[src/rtl/player_projectile_scheduler.sv]
// Player projectile slot manager: allocates up to three shots at the player's X,
// advances them upward on each game tick and retires them on hit or off-screen.
module player_projectile_scheduler #(
  parameter int PROJ_START_Y   = 440,
  parameter int PROJ_STEP      = 4,
  parameter int TOP_BOUNDARY   = 0,
  parameter int X_OFFSET       = 15,
  parameter int SCREEN_MAX_X   = 639,
  parameter int COOLDOWN_STEPS = 8
) (
  input  logic       clk_master,
  input  logic       rst,
  input  logic       pulse_stepCycle,
  input  logic       fireReq,
  input  logic [9:0] playerX,
  input  logic [2:0] playerHP,
  input  logic [2:0] projHit,
  output logic [2:0] projActive,
  output logic [9:0] proj1X,
  output logic [9:0] proj2X,
  output logic [9:0] proj3X,
  output logic [8:0] proj1Y,
  output logic [8:0] proj2Y,
  output logic [8:0] proj3Y,
  output logic       fireAck,
  output logic       cooldownBusy
);

  localparam logic [0:0] SLOT_IDLE   = 1'b0;
  localparam logic [0:0] SLOT_FLYING = 1'b1;

  localparam logic [8:0]  START_Y  = 9'(PROJ_START_Y);
  localparam logic [8:0]  STEP_Y   = 9'(PROJ_STEP);
  localparam logic [8:0]  RETIRE_Y = 9'(TOP_BOUNDARY + PROJ_STEP);
  localparam logic [10:0] OFFSET_X = 11'(X_OFFSET);
  localparam logic [10:0] MAX_X    = 11'(SCREEN_MAX_X);
  localparam logic [3:0]  CD_LOAD  = 4'(COOLDOWN_STEPS);

  // Each slot's state register is its bit of slot_state; projActive mirrors it.
  logic [2:0]  slot_state;
  logic [9:0]  slot_x [3];
  logic [8:0]  slot_y [3];
  logic [3:0]  cd_cnt;
  logic [3:0]  cd_next;
  logic        fire_ok;
  logic [2:0]  alloc;
  logic [10:0] spawn_sum;
  logic [9:0]  spawn_x;

  // Handshake: fireReq is a level request; fireAck pulses for one cycle in the
  // cycle after a request is accepted. There is no backpressure on fireAck.
  always_comb begin
    alloc[0] = (slot_state[0] == SLOT_IDLE);
    alloc[1] = (slot_state[0] == SLOT_FLYING) && (slot_state[1] == SLOT_IDLE);
    alloc[2] = (slot_state[0] == SLOT_FLYING) && (slot_state[1] == SLOT_FLYING) &&
               (slot_state[2] == SLOT_IDLE);
    fire_ok  = fireReq && (cd_cnt == 4'd0) && (playerHP != 3'd0) && (alloc != 3'b000);

    spawn_sum = {1'b0, playerX} + OFFSET_X;
    spawn_x   = (spawn_sum > MAX_X) ? MAX_X[9:0] : spawn_sum[9:0];

    cd_next = cd_cnt;
    if (fire_ok) begin
      cd_next = CD_LOAD;
    end else if (pulse_stepCycle && (cd_cnt != 4'd0)) begin
      cd_next = cd_cnt - 4'd1;
    end
  end

  always_ff @(posedge clk_master) begin
    if (rst) begin
      for (int i = 0; i < 3; i++) begin
        slot_state[i] <= SLOT_IDLE;
        slot_x[i]     <= 10'd0;
        slot_y[i]     <= 9'd0;
      end
      cd_cnt       <= 4'd0;
      cooldownBusy <= 1'b0;
      fireAck      <= 1'b0;
    end else begin
      for (int i = 0; i < 3; i++) begin
        if (fire_ok && alloc[i]) begin
          slot_state[i] <= SLOT_FLYING;
          slot_x[i]     <= spawn_x;
          slot_y[i]     <= START_Y;
        end else if (slot_state[i] == SLOT_FLYING) begin
          if (projHit[i] || (pulse_stepCycle && (slot_y[i] <= RETIRE_Y))) begin
            slot_state[i] <= SLOT_IDLE;
            slot_x[i]     <= 10'd0;
            slot_y[i]     <= 9'd0;
          end else if (pulse_stepCycle) begin
            slot_y[i] <= slot_y[i] - STEP_Y;
          end
        end
      end
      cd_cnt       <= cd_next;
      cooldownBusy <= (cd_next != 4'd0);
      fireAck      <= fire_ok;
    end
  end

  assign projActive = slot_state;
  assign proj1X     = slot_x[0];
  assign proj2X     = slot_x[1];
  assign proj3X     = slot_x[2];
  assign proj1Y     = slot_y[0];
  assign proj2Y     = slot_y[1];
  assign proj3Y     = slot_y[2];

endmodule

[config.mk]
export PLATFORM = sky130hd
export DESIGN_NAME = player_projectile_scheduler
export DESIGN_NICKNAME = d
export VERILOG_FILES = /design/src/rtl/player_projectile_scheduler.sv
export SDC_FILE = /design/constraint.sdc
export NUM_CORES = 1
export LEC_CHECK = 0
export CAP_MARGIN = 15
export CELL_PAD_IN_SITES_DETAIL_PLACEMENT = 0
export CELL_PAD_IN_SITES_GLOBAL_PLACEMENT = 1
export CORE_MARGIN = 5
export CORE_UTILIZATION = 34
export CTS_CLUSTER_DIAMETER = 30
export DETAILED_ROUTE_END_ITERATION = 8
export GPL_ROUTABILITY_DRIVEN = 1
export GPL_TIMING_DRIVEN = 0
export PLACE_DENSITY_LB_ADDON = 0.3
export SLEW_MARGIN = 20
export SYNTH_ARGS = -nofsm -noshare
export SYNTH_HDL_FRONTEND = slang
export SYNTH_SLANG_ARGS = --single-unit
[constraint.sdc]
create_clock -name clk_master -period 2.18 [get_ports clk_master]
set_input_delay 0.218 -clock clk_master [delete_from_list [all_inputs] [get_ports clk_master]]
set_output_delay 0.218 -clock clk_master [all_outputs]
set_load 0.03 [all_outputs]
==> results of run 1 <==
## what timing repair did
action	in CTS	in global routing
buffers inserted	4	12
gates cloned	1	0
pin swaps	4	3
setup endpoints to repair	45	61
resized for setup	8	6
## final timing paths
| check | endpoint | cells past startpoint | slack, ns | startpoint |
|---|---|---|---|---|
| hold / removal | slot_x[2][3] | 4 | 0.35 | playerX[2] |
| hold reg to reg | slot_x[2][8] | 2 | 0.47 | slot_x[2][8] |
| setup reg to reg | slot_y[2][2] | 6 | -0.006 | cd_cnt[0] |
| setup / recovery | slot_y[2][2] | 6 | -0.006 | cd_cnt[0] |
## report_power, final
| part | switching, W | internal, W | leakage (nW) |
|---|---|---|---|
| clock network | 0.000458 | 0.000860 | 0.127 |
| registers | 0.000251 | 0.00159 | 0.583 |
| logic | 0.00125 | 0.000927 | 1.01 |
## synthesized netlist by cell type (6+ instances only)
cell       n  area (um^2)
a21oi_1   24          120
buf_4      6         45.0
clkbuf_1   6         22.5
dfxtp_1   19          380
edfxtp_1  41         1230
ha_1      10          125
inv_1     16         60.1
nand2_1   20         75.1
nand4_1    6         37.5
nor2_1    29          109
nor3_1     8         40.0
o211ai_1   6         45.0
o21ai_0   11         55.1
or3_1      7         43.8
xnor2_1   15          131
xor2_1     9         78.8
## final cells by class
class | instances | area (um^2) | area share, %
plain buffers | 13 | 88.8 | 1.88
clock buffers | 11 | 163 | 3.45
clock inverters | 5 | 105 | 2.23
inverters | 16 | 60.1 | 1.27
multi-input cells | 226 | 1680 | 35.7
flip-flops and latches | 60 | 1610 | 34.2
well taps | 133 | 166 | 3.53
repair buffers | 88 | 840 | 17.8
## metal layers
metal  vias up  global-route usage [%]  part of all wire [%]
met4         0                    5.32                   1.8
met5         -                       0                     0
met3        14                    4.36                   5.4
met1      1282                    18.6                    46
met2        70                    22.6                    47
li1       1349                       -                     -
## sequential cells by signal, summed over array words and instances, names as in the netlist
name          cells
cd_cnt            4
cooldownBusy      1
slot_x           30
projActive        3
slot_y           21
fireAck           1
## cell families (layout without fill, tap and decap cells)
kind of cell	count (synthesis)	count (layout)	share of synthesized area [%]
simple gates	112	112	19.5
compound gates	69	70	15.8
other cells	1	6	0.114
xor+xnor	24	24	6.36
fa+ha+maj	10	10	3.79
mux	4	4	1.40
buf+inv	29	133	4.20
flops	60	60	48.8
## worst max-delay path: stages, from the launching register on
cell and delay [ns]:
dfxtp_1 0.42, inv_1 0.10, ha_1 0.20, nor3b_2 0.17, a41oi_1 0.31, a21boi_2 0.55, nand2b_4 0.17
## cell usage in the layout, fill, tap and decap left out, types with 8 or more instances in the layout
master           count
xor2_1               9
o21ai_0              9
dfxtp_1             19
edfxtp_1            41
inv_1               15
clkdlybuf4s50_1     70
clkbuf_8            11
buf_4               22
nor3_1               8
xnor2_1             15
nand2_1             20
ha_1                 8
nor2_1              27
a21oi_1             24
## metrics by stage
step,util (%),std cells,TNS [ns],setup slack (ns)
final,48.9,552,-0.0171,-0.00585
after global routing,48.9,552,-3.08,-0.127
after CTS,47.8,540,-0.0934,-0.0167
after detailed placement,44.3,519,-18.05,-0.711
after global placement,44.3,519,-16.70,-0.685
after floorplan,-,314,0,0.00220
==> flow_summary.yaml, run 1 <==
sta:
  grt_setup_unrepaired: "yes"
  slew_headroom_pct: 58.4
  timing_max_transition_violations_final: 0
  setup_viol_count_final: 7
  clock-skew-final_ns: 0.0105
  max_slew.worst_pin.slew_ns: 0.619
  finalWorstPathRequiredPeriod_ns: 2.19
  worst_hold_slack_ns: 0.347
  final-hold-violation-count: 0
  min_period_over_period_pct: 100
  layout_setup_ws_ns: -0.00585
  highest_clock_frequency_the_design_can_meet_ghz: 0.457
drt:
  via_per_inst: 4.92
  routedWlPerCell_um: 15.1
  final_antenna_net_count: 0
  vias: 2715
  number_of_design_rule_violations_left_after_detail_routing: 0
  initialDrtViolationCount: 121
  route.final.wire_length_mm: 8.31
  drt-pass1-iter-count: 4
global_routing:
  wire_length_of_the_first_global_routing_pass_mm: 13.0
  congestion_overflow_gr: 0
  first_global_vias: 2585
  track_usage_pct: 14.4
  antenna_found_initial: 0
  grt_start_max_net_pins: 12
setup_path:
  cp-start-kind: "flop"
  arrival_ns: 2.25
  criticalPathCategory: "flop to flop"
  timing.critical_path.fanout_max: 10
  worstSetupEndpointType: "flop"
  critical_path_rt_ns: 2.24
finish:
  nFillCells: 960
  diodes: 0
  design.final.nets: 444
  layout_cell_share_with_drive_strength_beyond_1_pct: 18.4
  final_cell_area_um2: 4720
  flow.area_growth_from_synthesis_pct: 42.8
floorplanning:
  core_area_um2: 9640
  die_outline_width_um: 109
  row_count: 36
  io_pins: 82
  initial_core_util_pct: 34.3
  die_height_um: 109
  design.die.area_um2: 11800
yosys:
  yosysUniqueCellTypes: 64
  ys.flop_type: "edfxtp_1"
  synth_enable_flop_cells: 41
  synth_cells: 309
  synth.cell_area_um2: 3300
  syn_avg_cell_area_um2: 10.7
  ys_seq_area_share_pct: 48.8
  synth-async-reset-ratio_pct: 0
  yosys_register_bits: 60
  synth-warning-count: 0
power_and_ir_drop:
  power.total_w: 0.00533
  power.ir.vdd_worst_mv: 0.364
  cell_leakage_power_nw: 1.72
  power_density_nw_per_um2: 1130
clock_network:
  cts_hold_buf: 0
  clock-root-buffer: "clkbuf_8"
  clkLatencyLatePin_ns: 0.34
  cts_inserted_buffers: 9
  tritoncts_clock_tree: "built"
  clock_sinks: 60
  htree_num_levels: 3
  clkSlewWorstSetupHoldPaths_ns: 0.07
  clockBufferDepth: 2
placed_design:
  total_placed_instance_area_um2: 4270
  finalWeightedCongestion: 0.791
  placement.io_buffers: 72
  dp_hpwl_mm: 6.09
hold_path:
  worstHoldPathType: "input pin to flop"
run:
  drv.max_cap_violation_count: 0
run_status:
  run_status: "finished with violations"
  failed_checks: "negative setup slack"
Power figures use the tool's default switching activity.
==> run 2: changes to the inputs <==
--- a/config.mk
+++ b/config.mk
@@ -11,6 +11,7 @@
 export CORE_MARGIN = 5
 export CORE_UTILIZATION = 34
 export CTS_CLUSTER_DIAMETER = 30
+export CTS_CLUSTER_SIZE = 12
 export DETAILED_ROUTE_END_ITERATION = 8
 export GPL_ROUTABILITY_DRIVEN = 1
 export GPL_TIMING_DRIVEN = 0
==> constraint.sdc (replaced) <==
create_clock -name clk_master -period 2 [get_ports clk_master]
set_input_delay 0.2 -clock clk_master [delete_from_list [all_inputs] [get_ports clk_master]]
set_output_delay 0.2 -clock clk_master [all_outputs]
set_load 0.03 [all_outputs]
==> flow_summary.yaml, run 2 (same netlist as run 1, synthesis figures left out) <==
setup_path:
  start_of_the_worst_register_to_register_path: "slot_y[2][6]"
  timing.critical_path.fanout_max: 7
  criticalPathCategory: "flop to flop"
  critPathTopFamily: "simple AND/OR/NAND/NOR gates"
  crit_path_cell_trace: "or4_4, o41ai_4, buf_4, a21boi_4, nand2b_4"
  worstSetupEndpointType: "flop"
  path_buf_inv: 1
  cp_slowest_cell: "or4_4"
  crit_path_max_incr_delay_ns: 0.60
  critical_path_rt_ns: 2.04
  cp-start-kind: "flop"
  critical_path.reg2reg.endpoint: "slot_y[2][8]"
  arrival_ns: 2.04
  worst_r2r_path_depth: 5
  r2r_setup_slack_ns: -0.003
finish:
  layout_cell_share_with_drive_strength_beyond_1_pct: 28.8
  finalCoreUtilization_pct: 52.4
  largest-register: "slot_x"
  design.final.nets: 459
  largest_reg_flops: 30
  layout_commonest_cell: "clkdlybuf4s50_1"
  final_cell_area_um2: 5050
  most-common-layout-cells: "69 x clkdlybuf4s50_1, 41 x edfxtp_1, 36 x buf_4"
  diodes: 0
  flow.area_growth_from_synthesis_pct: 53.0
  top_regs: "slot_x: 30 flops, slot_y: 21 flops, cd_cnt: 4 flops"
drt:
  route.final.wire_length_mm: 8.71
  number_of_design_rule_violations_left_after_detail_routing: 0
  via_per_inst: 4.98
  routedWlPerCell_um: 15.4
  drt-pass1-iter-count: 4
  final_antenna_net_count: 0
  initialDrtViolationCount: 100
  vias: 2824
floorplanning:
  initial_core_util_pct: 34.3
  io_pins: 82
  die_height_um: 109
  row_count: 36
  die_outline_width_um: 109
  core_area_um2: 9640
  design.die.area_um2: 11800
clock_network:
  tritoncts_clock_tree: "built"
  clkLatencyLatePin_ns: 0.34
  clockBufferDepth: 2
  htree_num_levels: 3
  clock-root-buffer: "clkbuf_8"
  clkSlewWorstSetupHoldPaths_ns: 0.06
  cts_inserted_buffers: 9
  clock_sinks: 60
placed_design:
  placement.io_buffers: 72
  dp_hpwl_mm: 6.07
  total_placed_instance_area_um2: 4320
  finalWeightedCongestion: 0.794
power_and_ir_drop:
  power.ir.vdd_worst_mv: 0.422
  power.total_w: 0.00586
  cell_leakage_power_nw: 1.84
  power_density_nw_per_um2: 1160
sta:
  grt_setup_unrepaired: "yes"
  clock-skew-final_ns: 0.0185
  min_period_over_period_pct: 100
  worst_hold_slack_ns: 0.380
  layout_setup_ws_ns: -0.00323
  final-hold-violation-count: 0
  setup_viol_count_final: 2
  slew_headroom_pct: 60.3
  max_slew.worst_pin.slew_ns: 0.595
  timing_max_transition_violations_final: 0
  highest_clock_frequency_the_design_can_meet_ghz: 0.499
  finalWorstPathRequiredPeriod_ns: 2.00
global_routing:
  wire_length_of_the_first_global_routing_pass_mm: 13.4
  congestion_overflow_gr: 0
  first_global_vias: 2674
  grt_start_max_net_pins: 11
  track_usage_pct: 14.7
  antenna_found_initial: 0
hold_path:
  holdPathEnd: "slot_x[2][3]"
  min-delay-start: "playerX[2]"
  hold_path_depth: 4
  worstHoldPathType: "input pin to flop"
run_status:
  run_status: "finished with violations"
  failed_checks: "negative setup slack"
run:
  drv.max_cap_violation_count: 0
-- run 2: stage by stage --
step / setup TNS (ns) / worst slack (ns) / instances
after floorplan: -2.67 / -0.149 / 314
after global placement: -27.62 / -0.789 / 519
after detailed placement: -28.20 / -0.794 / 519
after CTS: -0.253 / -0.0317 / 552
after global routing: -1.21 / -0.0680 / 567
final: -0.00646 / -0.00323 / 567
-- run 2: cell type report --
class | count | area (um^2)
clock inverter | 4 | 47.5
clock buffer | 12 | 155
sequential | 60 | 1620
multi-input combinational | 226 | 1910
fill | 893 | 4590
tap | 133 | 166
timing repair buffer | 105 | 998
inverter | 16 | 65.1
buffer | 11 | 92.6
-- run 2: report_power, final --
part	internal [W]	total [W]	switching (W)
registers	0.00174	0.00203	0.000289
logic	0.00121	0.00271	0.00150
clock network	0.000640	0.00113	0.000487
-- run 2: routing by layer --
| layer | vias up | GRT usage (%) | part of all wire (%) |
|---|---|---|---|
| met2 | 65 | 24.0 | 49 |
| met4 | 0 | 5.95 | 1.6 |
| li1 | 1377 | - | - |
| met3 | 12 | 3.76 | 5.8 |
| met1 | 1370 | 18.7 | 44 |
| met5 | - | 0 | 0 |
-- run 2: worst max path at each step --
| stage | depth (start not counted) | endpoint | slack (ns) | from |
|---|---|---|---|---|
| CTS | 5 | slot_y[2][6] | -0.03 | slot_y[2][4] |
| global route | 5 | slot_y[2][6] | -0.07 | slot_y[2][6] |
| detailed placement | 9 | slot_x[1][5] | -0.79 | playerX[0] |
| finish | 5 | slot_y[2][8] | -0.003 | slot_y[2][6] |
| global placement | 9 | slot_x[1][6] | -0.79 | playerX[0] |
| floorplan | 7 | slot_y[1][2] | -0.15 | slot_y[1][3] |
-- run 2: worst register-to-register path: stages (launching register included) --
cell	delay [ns]
edfxtp_1	0.41
or4_4	0.60
o41ai_4	0.27
buf_4	0.18
a21boi_4	0.09
nand2b_4	0.16
-- run 2: timing repair --
action                                  4_1_cts  5_1_grt
setup buffers                                18       15
resized for setup                            25       44
endpoints found under the setup margin       87       87
pin swaps                                    11       23
hold buffers                                  0        0
gates cloned                                  0        1
==> run 3: changes to the inputs <==
--- a/config.mk
+++ b/config.mk
@@ -16,6 +16,7 @@
 export GPL_ROUTABILITY_DRIVEN = 1
 export GPL_TIMING_DRIVEN = 0
 export PLACE_DENSITY_LB_ADDON = 0.3
+export SKIP_CTS_REPAIR_TIMING = 1
 export SLEW_MARGIN = 20
 export SYNTH_ARGS = -nofsm -noshare
 export SYNTH_HDL_FRONTEND = slang
==> flow_summary.yaml, run 3 (same netlist as run 1, synthesis figures left out) <==
setup_path:
  cp_slowest_cell: "or4_4"
  criticalPathCategory: "flop to flop"
  crit_path_cell_trace: "or4_4, o41ai_4, buf_4, a21boi_4, nand2b_4"
  critPathTopFamily: "simple AND/OR/NAND/NOR gates"
  r2r_setup_slack_ns: -0.09
  timing.critical_path.fanout_max: 10
  path_buf_inv: 1
  critical_path_rt_ns: 2.04
  worstSetupEndpointType: "flop"
  crit_path_max_incr_delay_ns: 0.58
  cp-start-kind: "flop"
  arrival_ns: 2.14
finish:
  largest-register: "slot_x"
  nFillCells: 919
  count_of_non_filler_cells_in_the_finished_layout: 563
  layout_cell_share_with_drive_strength_beyond_1_pct: 24.9
  largest_reg_flops: 30
  most-common-layout-cells: "69 x clkdlybuf4s50_1, 41 x edfxtp_1, 33 x buf_4"
  diodes: 0
  flow.area_growth_from_synthesis_pct: 49.5
  design.final.nets: 455
  top_regs: "slot_x: 30 flops, slot_y: 21 flops, cd_cnt: 4 flops"
  layout_commonest_cell: "clkdlybuf4s50_1"
sta:
  clock-skew-final_ns: 0.0126
  setup_viol_count_final: 33
  timing_max_transition_violations_final: 0
  slew_headroom_pct: 64.2
  highest_clock_frequency_the_design_can_meet_ghz: 0.478
  max_slew.worst_pin.slew_ns: 0.537
  layout_setup_ws_ns: -0.0926
  tns_ns: -1.49
  grt_setup_unrepaired: "yes"
  min_period_over_period_pct: 105
  final-hold-violation-count: 0
  finalWorstPathRequiredPeriod_ns: 2.09
floorplanning:
  die_outline_width_um: 109
  core_area_um2: 9640
  row_count: 36
  io_pins: 82
  design.die.area_um2: 11800
  initial_core_util_pct: 34.3
  die_height_um: 109
clock_network:
  clockBufferDepth: 2
  htree_num_levels: 3
  clkLatencyLatePin_ns: 0.34
  clkSlewWorstSetupHoldPaths_ns: 0.07
  clock_sinks: 60
  tritoncts_clock_tree: "built"
  cts_inserted_buffers: 9
  clock-root-buffer: "clkbuf_8"
global_routing:
  first_global_vias: 2555
  antenna_found_initial: 0
  grt_start_max_net_pins: 12
  congestion_overflow_gr: 0
  grt.met1_usage_pct: 18.0
  grt_busiest_layer: "met2"
  track_usage_pct: 14.1
  met3_usage_pct: 3.64
  wire_length_of_the_first_global_routing_pass_mm: 12.8
  globalRouteMet2Util_pct: 22.8
placed_design:
  dp_cells: 519
  preCtsSetupSlack_ns: -0.794
  dp_hpwl_mm: 6.07
  finalWeightedCongestion: 0.794
  placement.io_buffers: 72
drt:
  vias: 2779
  routedWlPerCell_um: 15.4
  initialDrtViolationCount: 122
  route.final.wire_length_mm: 8.66
  via_per_inst: 4.94
  final_antenna_net_count: 0
  number_of_design_rule_violations_left_after_detail_routing: 0
  drt-pass1-iter-count: 6
run_status:
  failed_checks: "negative setup slack"
  run_status: "finished with violations"
run:
  drv.max_cap_violation_count: 0
power_and_ir_drop:
  power.ir.vdd_worst_mv: 0.437
  power_density_nw_per_um2: 1160
  cell_leakage_power_nw: 1.80
hold_path:
  worstHoldPathType: "input pin to flop"
[run 3: worst reg2reg max path: cells and delay by family, from the launching register on]
family / cells / cell delay (ns)
flops: 1 / 0.44
compound gates: 2 / 0.43
simple gates: 2 / 0.74
buf+inv: 1 / 0.18
[run 3: final cells by class]
cell class                 count  area (um^2)  area share [%]
inverter                      16         67.6            1.37
multi-input combinational    226         1850            37.5
tap                          133          166            3.37
clock buffer                  12          155            3.14
timing repair buffer         101          938            19.0
sequential                    60         1620            32.7
buffer                        11         92.6            1.87
clock inverter                 4         47.5           0.963
[run 3: worst paths after layout]
| path | start | end | depth (start not counted) |
|---|---|---|---|
| worst min register to register | slot_x[2][8] | slot_x[2][8] | 2 |
| worst max register to register | slot_y[2][5] | slot_y[2][6] | 5 |
| worst max-delay path | slot_y[2][5] | slot_y[2][6] | 5 |
| worst min-delay path | playerX[0] | slot_x[2][0] | 3 |
[run 3: per-layer routing]
layer | wire (um) | part of all wire, %
met1 | 3790 | 44
met2 | 4250 | 49
met3 | 533 | 6.2
met4 | 85 | 0.98
met5 | 0 | 0
[run 3: power by group]
| part | total [W] | switching [W] | internal, W |
|---|---|---|---|
| registers | 0.00204 | 0.000300 | 0.00174 |
| clock network | 0.00113 | 0.000486 | 0.000640 |
| logic | 0.00258 | 0.00144 | 0.00113 |
| total | 0.00574 | 0.00223 | 0.00351 |
[run 3: through the flow]
stage | total power (W) | hold slack, ns | cell area, um^2 | utilization (%)
after global routing | 0.00607 | 0.346 | 4940 | 51.2
after detailed placement | 0.00431 | 0.449 | 4320 | 44.8
final | 0.00574 | 0.333 | 4940 | 51.2
after global placement | 0.00429 | 0.442 | 4320 | 44.8
after floorplan | 0.00347 | 0.302 | 3440 | -
after CTS | 0.00545 | 0.352 | 4530 | 46.9
